$ cat src/rtl/disp_ctrl_if.sv
// Switch-in / display-out signal bundle for the two-digit display controller.
// master drives switches and lz_en; slave (the controller) drives the display side.
interface disp_ctrl_if;
  logic [3:0] sw;
  logic       lz_en;
  logic [3:0] val;
  logic       dig_sel;
  logic       an0;
  logic       an1;
  logic       new_val;

  modport master (
    output sw,
    output lz_en,
    input  val,
    input  dig_sel,
    input  an0,
    input  an1,
    input  new_val
  );

  modport slave (
    input  sw,
    input  lz_en,
    output val,
    output dig_sel,
    output an0,
    output an1,
    output new_val
  );
endinterface

$ cat src/rtl/disp_ctrl.sv
// Debounces a 4-bit switch value and time-multiplexes it onto two active-low digit
// anodes (units, then tens), with blanking gaps so dig_sel settles before an anode fires.
module disp_ctrl #(
  parameter int DEB_CNT = 100000,
  parameter int REFRESH = 50000,
  parameter int BLANK   = 500
) (
  input  logic        clk,
  input  logic        rst_n,
  disp_ctrl_if.slave  bus
);

  localparam int CW  = $clog2(DEB_CNT);
  // REFRESH > BLANK, so the slot counter only has to reach REFRESH-1.
  localparam int SCW = $clog2(REFRESH);

  localparam logic [CW-1:0]  DEB_LAST = CW'(DEB_CNT - 1);
  localparam logic [SCW-1:0] REF_LAST = SCW'(REFRESH - 1);
  localparam logic [SCW-1:0] BLK_LAST = SCW'(BLANK - 1);

  typedef enum logic [1:0] {
    BLK_U  = 2'd0,
    SHOW_U = 2'd1,
    BLK_T  = 2'd2,
    SHOW_T = 2'd3
  } scan_state_e;

  logic [3:0]     sw_meta_q, sw_meta_d;
  logic [3:0]     sw_s_q, sw_s_d;
  logic [3:0]     cand_q, cand_d;
  logic [CW-1:0]  cnt_q, cnt_d;
  logic [3:0]     val_q, val_d;
  logic           new_val_q, new_val_d;

  scan_state_e    state_q, state_d;
  logic [SCW-1:0] scnt_q, scnt_d;
  logic           dig_sel_q, dig_sel_d;
  logic           an0_q, an0_d;
  logic           an1_q, an1_d;

  always_comb begin
    sw_meta_d = bus.sw;
    sw_s_d    = sw_meta_q;
    cand_d    = cand_q;
    cnt_d     = cnt_q;
    val_d     = val_q;
    new_val_d = 1'b0;

    if (sw_s_q != cand_q) begin
      cand_d = sw_s_q;
      cnt_d  = '0;
    end else if (cand_q != val_q) begin
      if (cnt_q == DEB_LAST) begin
        val_d     = cand_q;
        cnt_d     = '0;
        new_val_d = 1'b1;
      end else begin
        cnt_d = cnt_q + 1'b1;
      end
    end else begin
      cnt_d = '0;
    end
  end

  always_comb begin
    state_d = state_q;
    scnt_d  = scnt_q + 1'b1;

    case (state_q)
      BLK_U:   if (scnt_q == BLK_LAST) state_d = SHOW_U;
      SHOW_U:  if (scnt_q == REF_LAST) state_d = BLK_T;
      BLK_T:   if (scnt_q == BLK_LAST) state_d = SHOW_T;
      SHOW_T:  if (scnt_q == REF_LAST) state_d = BLK_U;
      default: state_d = BLK_U;
    endcase

    if (state_d != state_q) begin
      scnt_d = '0;
    end

    // Outputs are decoded from the upcoming state and value so the registered
    // anodes line up with state_q and val_q in the same cycle.
    an0_d     = 1'b1;
    an1_d     = 1'b1;
    dig_sel_d = 1'b1;
    case (state_d)
      BLK_U:   dig_sel_d = 1'b1;
      SHOW_U:  an0_d     = 1'b0;
      BLK_T:   dig_sel_d = 1'b0;
      SHOW_T: begin
        dig_sel_d = 1'b0;
        an1_d     = bus.lz_en && (val_d < 4'd10);
      end
      default: dig_sel_d = 1'b1;
    endcase
  end

  always_ff @(posedge clk) begin
    if (!rst_n) begin
      sw_meta_q <= '0;
      sw_s_q    <= '0;
      cand_q    <= '0;
      cnt_q     <= '0;
      val_q     <= '0;
      new_val_q <= 1'b0;
      state_q   <= BLK_U;
      scnt_q    <= '0;
      dig_sel_q <= 1'b1;
      an0_q     <= 1'b1;
      an1_q     <= 1'b1;
    end else begin
      sw_meta_q <= sw_meta_d;
      sw_s_q    <= sw_s_d;
      cand_q    <= cand_d;
      cnt_q     <= cnt_d;
      val_q     <= val_d;
      new_val_q <= new_val_d;
      state_q   <= state_d;
      scnt_q    <= scnt_d;
      dig_sel_q <= dig_sel_d;
      an0_q     <= an0_d;
      an1_q     <= an1_d;
    end
  end

  assign bus.val     = val_q;
  assign bus.new_val = new_val_q;
  assign bus.dig_sel = dig_sel_q;
  assign bus.an0     = an0_q;
  assign bus.an1     = an1_q;

endmodule

$ cat src/flat_wrapper.sv
// flat-port wrapper written by rule: the top's interface ports become plain ports
module disp_ctrl_flat 
#(
  parameter int DEB_CNT = 100000,
  parameter int REFRESH = 50000,
  parameter int BLANK   = 500
)
  (clk, rst_n, bus_sw, bus_lz_en, bus_val, bus_dig_sel, bus_an0, bus_an1, bus_new_val);
  disp_ctrl_if bus_i ();
  input  logic clk;
  input  logic rst_n;
  input wire logic [$bits(bus_i.sw)-1:0] bus_sw;
  input wire logic [$bits(bus_i.lz_en)-1:0] bus_lz_en;
  output wire logic [$bits(bus_i.val)-1:0] bus_val;
  output wire logic [$bits(bus_i.dig_sel)-1:0] bus_dig_sel;
  output wire logic [$bits(bus_i.an0)-1:0] bus_an0;
  output wire logic [$bits(bus_i.an1)-1:0] bus_an1;
  output wire logic [$bits(bus_i.new_val)-1:0] bus_new_val;
  assign bus_i.sw = bus_sw;
  assign bus_i.lz_en = bus_lz_en;
  assign bus_val = bus_i.val;
  assign bus_dig_sel = bus_i.dig_sel;
  assign bus_an0 = bus_i.an0;
  assign bus_an1 = bus_i.an1;
  assign bus_new_val = bus_i.new_val;
  disp_ctrl #(.DEB_CNT(DEB_CNT), .REFRESH(REFRESH), .BLANK(BLANK)) u_core (.clk(clk), .rst_n(rst_n), .bus(bus_i));
endmodule
$ cat config.mk
export PLATFORM = sky130hd
export DESIGN_NAME = disp_ctrl_flat
export DESIGN_NICKNAME = d
export VERILOG_FILES = /design/src/rtl/disp_ctrl_if.sv /design/src/rtl/disp_ctrl.sv /design/src/flat_wrapper.sv
export SDC_FILE = /design/constraint.sdc
export NUM_CORES = 1
export LEC_CHECK = 0
export CORE_MARGIN = 3
export CORE_UTILIZATION = 54
export CTS_CLUSTER_SIZE = 25
export DETAILED_ROUTE_END_ITERATION = 8
export MAX_ROUTING_LAYER = met4
export PLACE_DENSITY_LB_ADDON = 0.1
export SLEW_MARGIN = 0
export SYNTH_ARGS = -nofsm -noshare
export SYNTH_HDL_FRONTEND = slang
export SYNTH_SLANG_ARGS = --single-unit
$ cat constraint.sdc
create_clock -name clk -period 5.3 [get_ports clk]
set_clock_uncertainty 0.2 [all_clocks]
set_input_delay 0.795 -clock clk [delete_from_list [all_inputs] [get_ports clk]]
set_output_delay 0.795 -clock clk [all_outputs]
set_load 0.01 [all_outputs]
Word level (Yosys, flattened, before mapping)
Cells that the tools add are included.
Widths: inputs -> output; s select.

storage, ports and cells
  flip-flop bits (word level) = 55
  bits in latches = 0
  bits in writable memories = 0
  ROM bits = 0
  output and inout bits = 8
  logic and storage cells = 46
  memories = 0

cells by class
  add/sub/neg operators = 2
  $mul = 0
  div/mod/pow operators = 0
  order comparisons = 1
  eq/ne operators = 12
  shift-type cells = 0
  multiplexer cells = 11
  bitwise logic cells = 2
  reductions and logical operators = 7

operator list
  operator               count
  $add 17x1->17 const B  1
  $eq 17x17->1 const B   1
  $add 16x1->16 const B  1
  $eq 16x16->1 const B   1
  $eq 16x9->1 const B    1
  $mux 4                 3
  $eq 2x2->1 const B     4
  $mux 2                 4
  $ne 4x4->1             2
  $pmux 2 s4             1
  $eq 2x1->1 const B     2
  $lt 4x4->1 const B     1
  $reduce_or 2->1        2
  $reduce_or 4->1        1
  $mux 1                 3
  $reduce_or 3->1        1
  $logic_not 2->1        1
  $ne 2x2->1             1
  $not 1->1              2
  $reduce_and 2->1       1
  $logic_and 1x1->1      1

Logic depth before layout (Yosys ltp)
  depth after elaboration = 6
  mapped depth = 8

Worst setup path after synthesis
No wires, ideal clock.

  kind = register to register
  start = reg u_core.cnt_q[0]
  end = reg u_core.cnt_q[13]
  setup time = 64 ps
  arrival = 1870 ps
  data required time = 5036 ps
  slack = 3166 ps
  cell stages (with the launch flop) = 9
  path buffers = 3
  clock period less this slack = 2134 ps
  cell sequence = dfxtp_1 > ha_1 > and4_1 > clkbuf_1 > nand4_1 > or4b_1 > buf_2 > buf_2 > nor2_1

on the way
  longest elaborated chain between the ends = 2
  elaborated cells on any way between the ends = 3
  classes of those cells = 1 x add/sub; 1 x eq/ne; 1 x reduce/logical

RTL lines
  element                                                RTL line          RTL
  start, declared                                        disp_ctrl.sv:31   logic [CW-1:0] cnt_q, cnt_d;
  start signal, assigned                                 disp_ctrl.sv:115  cnt_q <= cnt_d;
  branches (longest 2 deep; another with $add 17x1->17)  --

Parallel ways; which one is timed is not known.
A chain may end at the register's enable or synchronous reset.

Worst setup path after layout
  start = in rst_n
  end = reg u_core.cnt_q[14]

on the way
  longest elaborated chain between the ends = 2

RTL lines
  element                    RTL line            RTL
  start, declared            flat_wrapper.sv:11  input logic rst_n;
  $not 1->1 (no line)        --
  $reduce_or 4->1 (no line)  --

No other way between the ends.

==> impl_results.md <==
- CTS tree: yes
- Antenna-violating nets left: 0
- Routed wire length: about 3900 µm
- CP Capture Type: register
- Max-Slew Margin vs Limit: 0.5585
- Core ar.: between 4000 and 5000 µm²
- Gp weighted congestion: approximately 0.8
- Clk buf depth: 2
- Post-Syn Area per Cell: 9.284 µm²
- Area of the multi-input gates: roughly 1200 µm²
- Die span in x: slightly above 70 µm
- Part of the cycle the worst path needs: 0.5506
- Post-cts sizing count: 0
- Core Rows: 23
- FF+latch area: approximately 1100 µm²
- Total Neg Setup Slack: 0 ns
- Pwr Total: 725.7 µW
- Port Buffer Count: 14
- Crit Path Category: in -> reg
- Largest area contributor in the netlist: dfxtp_1
- Yosys reg bits: 55
- Synth area leaders: dfxtp_1 47%, xnor2_1 7.5%, nor2_1 5.5%, xor2_1 4.5%, and2_1 3.5%
- Cell Count, Final, Fillers Out: about 320
- Setup slack, reg-to-reg: around 3 ns
- Largest net degree at the start of global routing: 25
- Die Ht: 71.56 µm
- Max-slew violations: 0
- Worst r2r src: u_core.cnt_q[0]$_SDFF_PP0_
- Status: completed
- Die Area: between 5000 and 6000 µm²
- Hold buffer count at CTS: 0
- Overflow after GRT: 0
- Clk slew on worst S/H paths: 0.10 ns
- Fill count: 369
- Peak VDD IR: between 0.2 and 0.25 mV
- Synth cell count leaders: 55 x dfxtp_1, 34 x nor2_1, 20 x xnor2_1
- Number of flops mapped to enable cells by yosys: 0
- Sequential fraction of the synthesis area: 0.4744
- WHS Endpoint: u_core.sw_s_q[2]$_SDFF_PN0_
- NumNets Final: approximately 270
- Yosys top cell area share: 0.4744
- R2R Path End: u_core.cnt_q[14]$_SDFF_PP0_
- Worst hold path type: reg -> reg
- Initial Util: 0.5680
- Clock Sinks: 55
- Hold Path Origin: u_core.sw_meta_q[2]$_SDFF_PN0_
- Final setup violation count: 0
- Syn-to-layout area delta: 12.34%
- Syn nets: roughly 260
- Antenna Cells: 0
- Vias: roughly 1,700
- First-pass GRT wire length: 6741 µm
- H-tree depth: 2
- Synth async-reset ratio: 0
- Boundary pin count: 15
- Max Freq: about 340 MHz
- Measured slew at the worst slew-check pin: about 0.66 ns
- Clk_lat worst skew: between 0.3 and 0.4 ns
- PwrDens: 278.3 nW/µm²
- Via density: approximately 5.3
- # placed instances: about 310
- FF-to-FF path depth: 5
- Main synth FF type: dfxtp_1
- Clock Tree Root: clkbuf_8
- Share of cells above drive strength 1: 0.06415
- Global Route Usage Sum: 0.1681
- Worst hold stages: 1
- CP Data Required Time: 5.34 ns
- Post-Syn Area: ~2300 µm²
- Unrepaired setup endpoints after global routing: false
- DRC errors left: 0
- Leakage: around 0.86 nW
- Initial antenna violation count: 0
- Synth Instances: between 200 and 300
- Cell with the most instances after synthesis: dfxtp_1
- Synth warn: 0
- Hpwl dp: 2758 µm
- Fin. Hold Viols: 0
- Total CTS buffers: 5
- Min cycle time layout: between 2 and 3 ns
- Crit path DAT: ~3 ns
- Initial DRC count: roughly 110
- Post-CTS Setup Bufs: 0
- First-pass DRT Iterations: 4
- Startpoint Class: input pin
- Synth unique cells: 38
- Worst-path fanout max: 24
- Vias in the first global route: 1,559
- Max cap viols: 0
- WL/cell: 12.22 µm
==> layer usage <==
layer / part of all wire / vias up / global-route usage
li1: - / 889 / -
met1: 0.50 / 748 / 0.2188
met2: 0.44 / 31 / 0.2490
met3: 0.038 / 10 / 0.04628
met4: 0.024 / 0 / 0.06472
met5: 0 / - / -
==> state kept, by name, indices dropped and copies added, names as in the netlist <==
signal,cells
u_core.bus.an1,1
u_core.cand_q,4
u_core.scnt_q,16
u_core.bus.new_val,1
u_core.sw_s_q,4
u_core.bus.dig_sel,1
u_core.cnt_q,17
u_core.sw_meta_q,4
u_core.state_q,2
u_core.bus.val,4
u_core.bus.an0,1
==> critical path, stage by stage <==
cell             delay [ns]
clkdlybuf4s50_1        0.89
inv_1                  0.20
or4b_1                 0.85
a21oi_1                0.21
==> power by group <==
group,switching [mW],internal [mW],leakage [nW]
combinational,0.0125,0.0108,0.358
clock,0.136,0.143,0.0587
sequential,0.00458,0.419,0.446
==> layout by cell type, fill, tap and decap left out, types with 4 or more instances in the layout <==
cell,count
nand2_1,19
nor2_1,34
xor2_1,12
mux2i_1,4
or4_1,4
and2_1,13
clkdlybuf4s50_1,14
inv_1,8
nor4_1,8
a21oi_1,5
o21ai_0,5
clkbuf_8,5
nand3_1,14
xnor2_1,20
dfxtp_1,55
nand4_1,8
or3_1,5
==> area by class of cell <==
class	count	share of cell area
multi-input combinational	180	0.4439
sequential	55	0.4223
timing repair buffer	14	0.05374
clock buffer	5	0.02639
tap	50	0.02399
clock inverter	3	0.01823
inverter	8	0.01152
==> worst max path at each step <==
stage,startpoint,endpoint,slack (ns)
2_1_floorplan,u_core.cnt_q[0]$_SDFF_PP0_,u_core.cnt_q[13]$_SDFF_PP0_,3.17
3_3_place_gp,rst_n,u_core.cnt_q[16]$_SDFF_PP0_,2.07
3_5_place_dp,rst_n,u_core.cnt_q[16]$_SDFF_PP0_,2.06
4_1_cts,rst_n,u_core.cnt_q[16]$_SDFF_PP0_,2.38
5_1_grt,rst_n,u_core.cnt_q[16]$_SDFF_PP0_,2.18
6_report,rst_n,u_core.cnt_q[14]$_SDFF_PP0_,2.38
==> kinds of logic after synthesis <==
logic type / after synthesis / share of synthesized area
xor+xnor: 32 / 0.1208
flops: 55 / 0.4744
fa+ha+maj: 2 / 0.01078
buf+inv: 15 / 0.02695
mux: 5 / 0.02210
simple gates: 126 / 0.3035
compound gates: 15 / 0.04151
==> metrics by stage <==
stage	cell area, µm²	hold slack [ns]	util	setup slack (ns)
floorplan	2321	0.2119	-	3.166
global placement	2491	0.2133	0.6096	2.072
detailed placement	2491	0.2186	0.6096	2.064
CTS	2608	0.2437	0.6381	2.379
global route	2608	0.2521	0.6381	2.177
finish	2608	0.2412	0.6381	2.382
(Power assumes the default switching activity.)
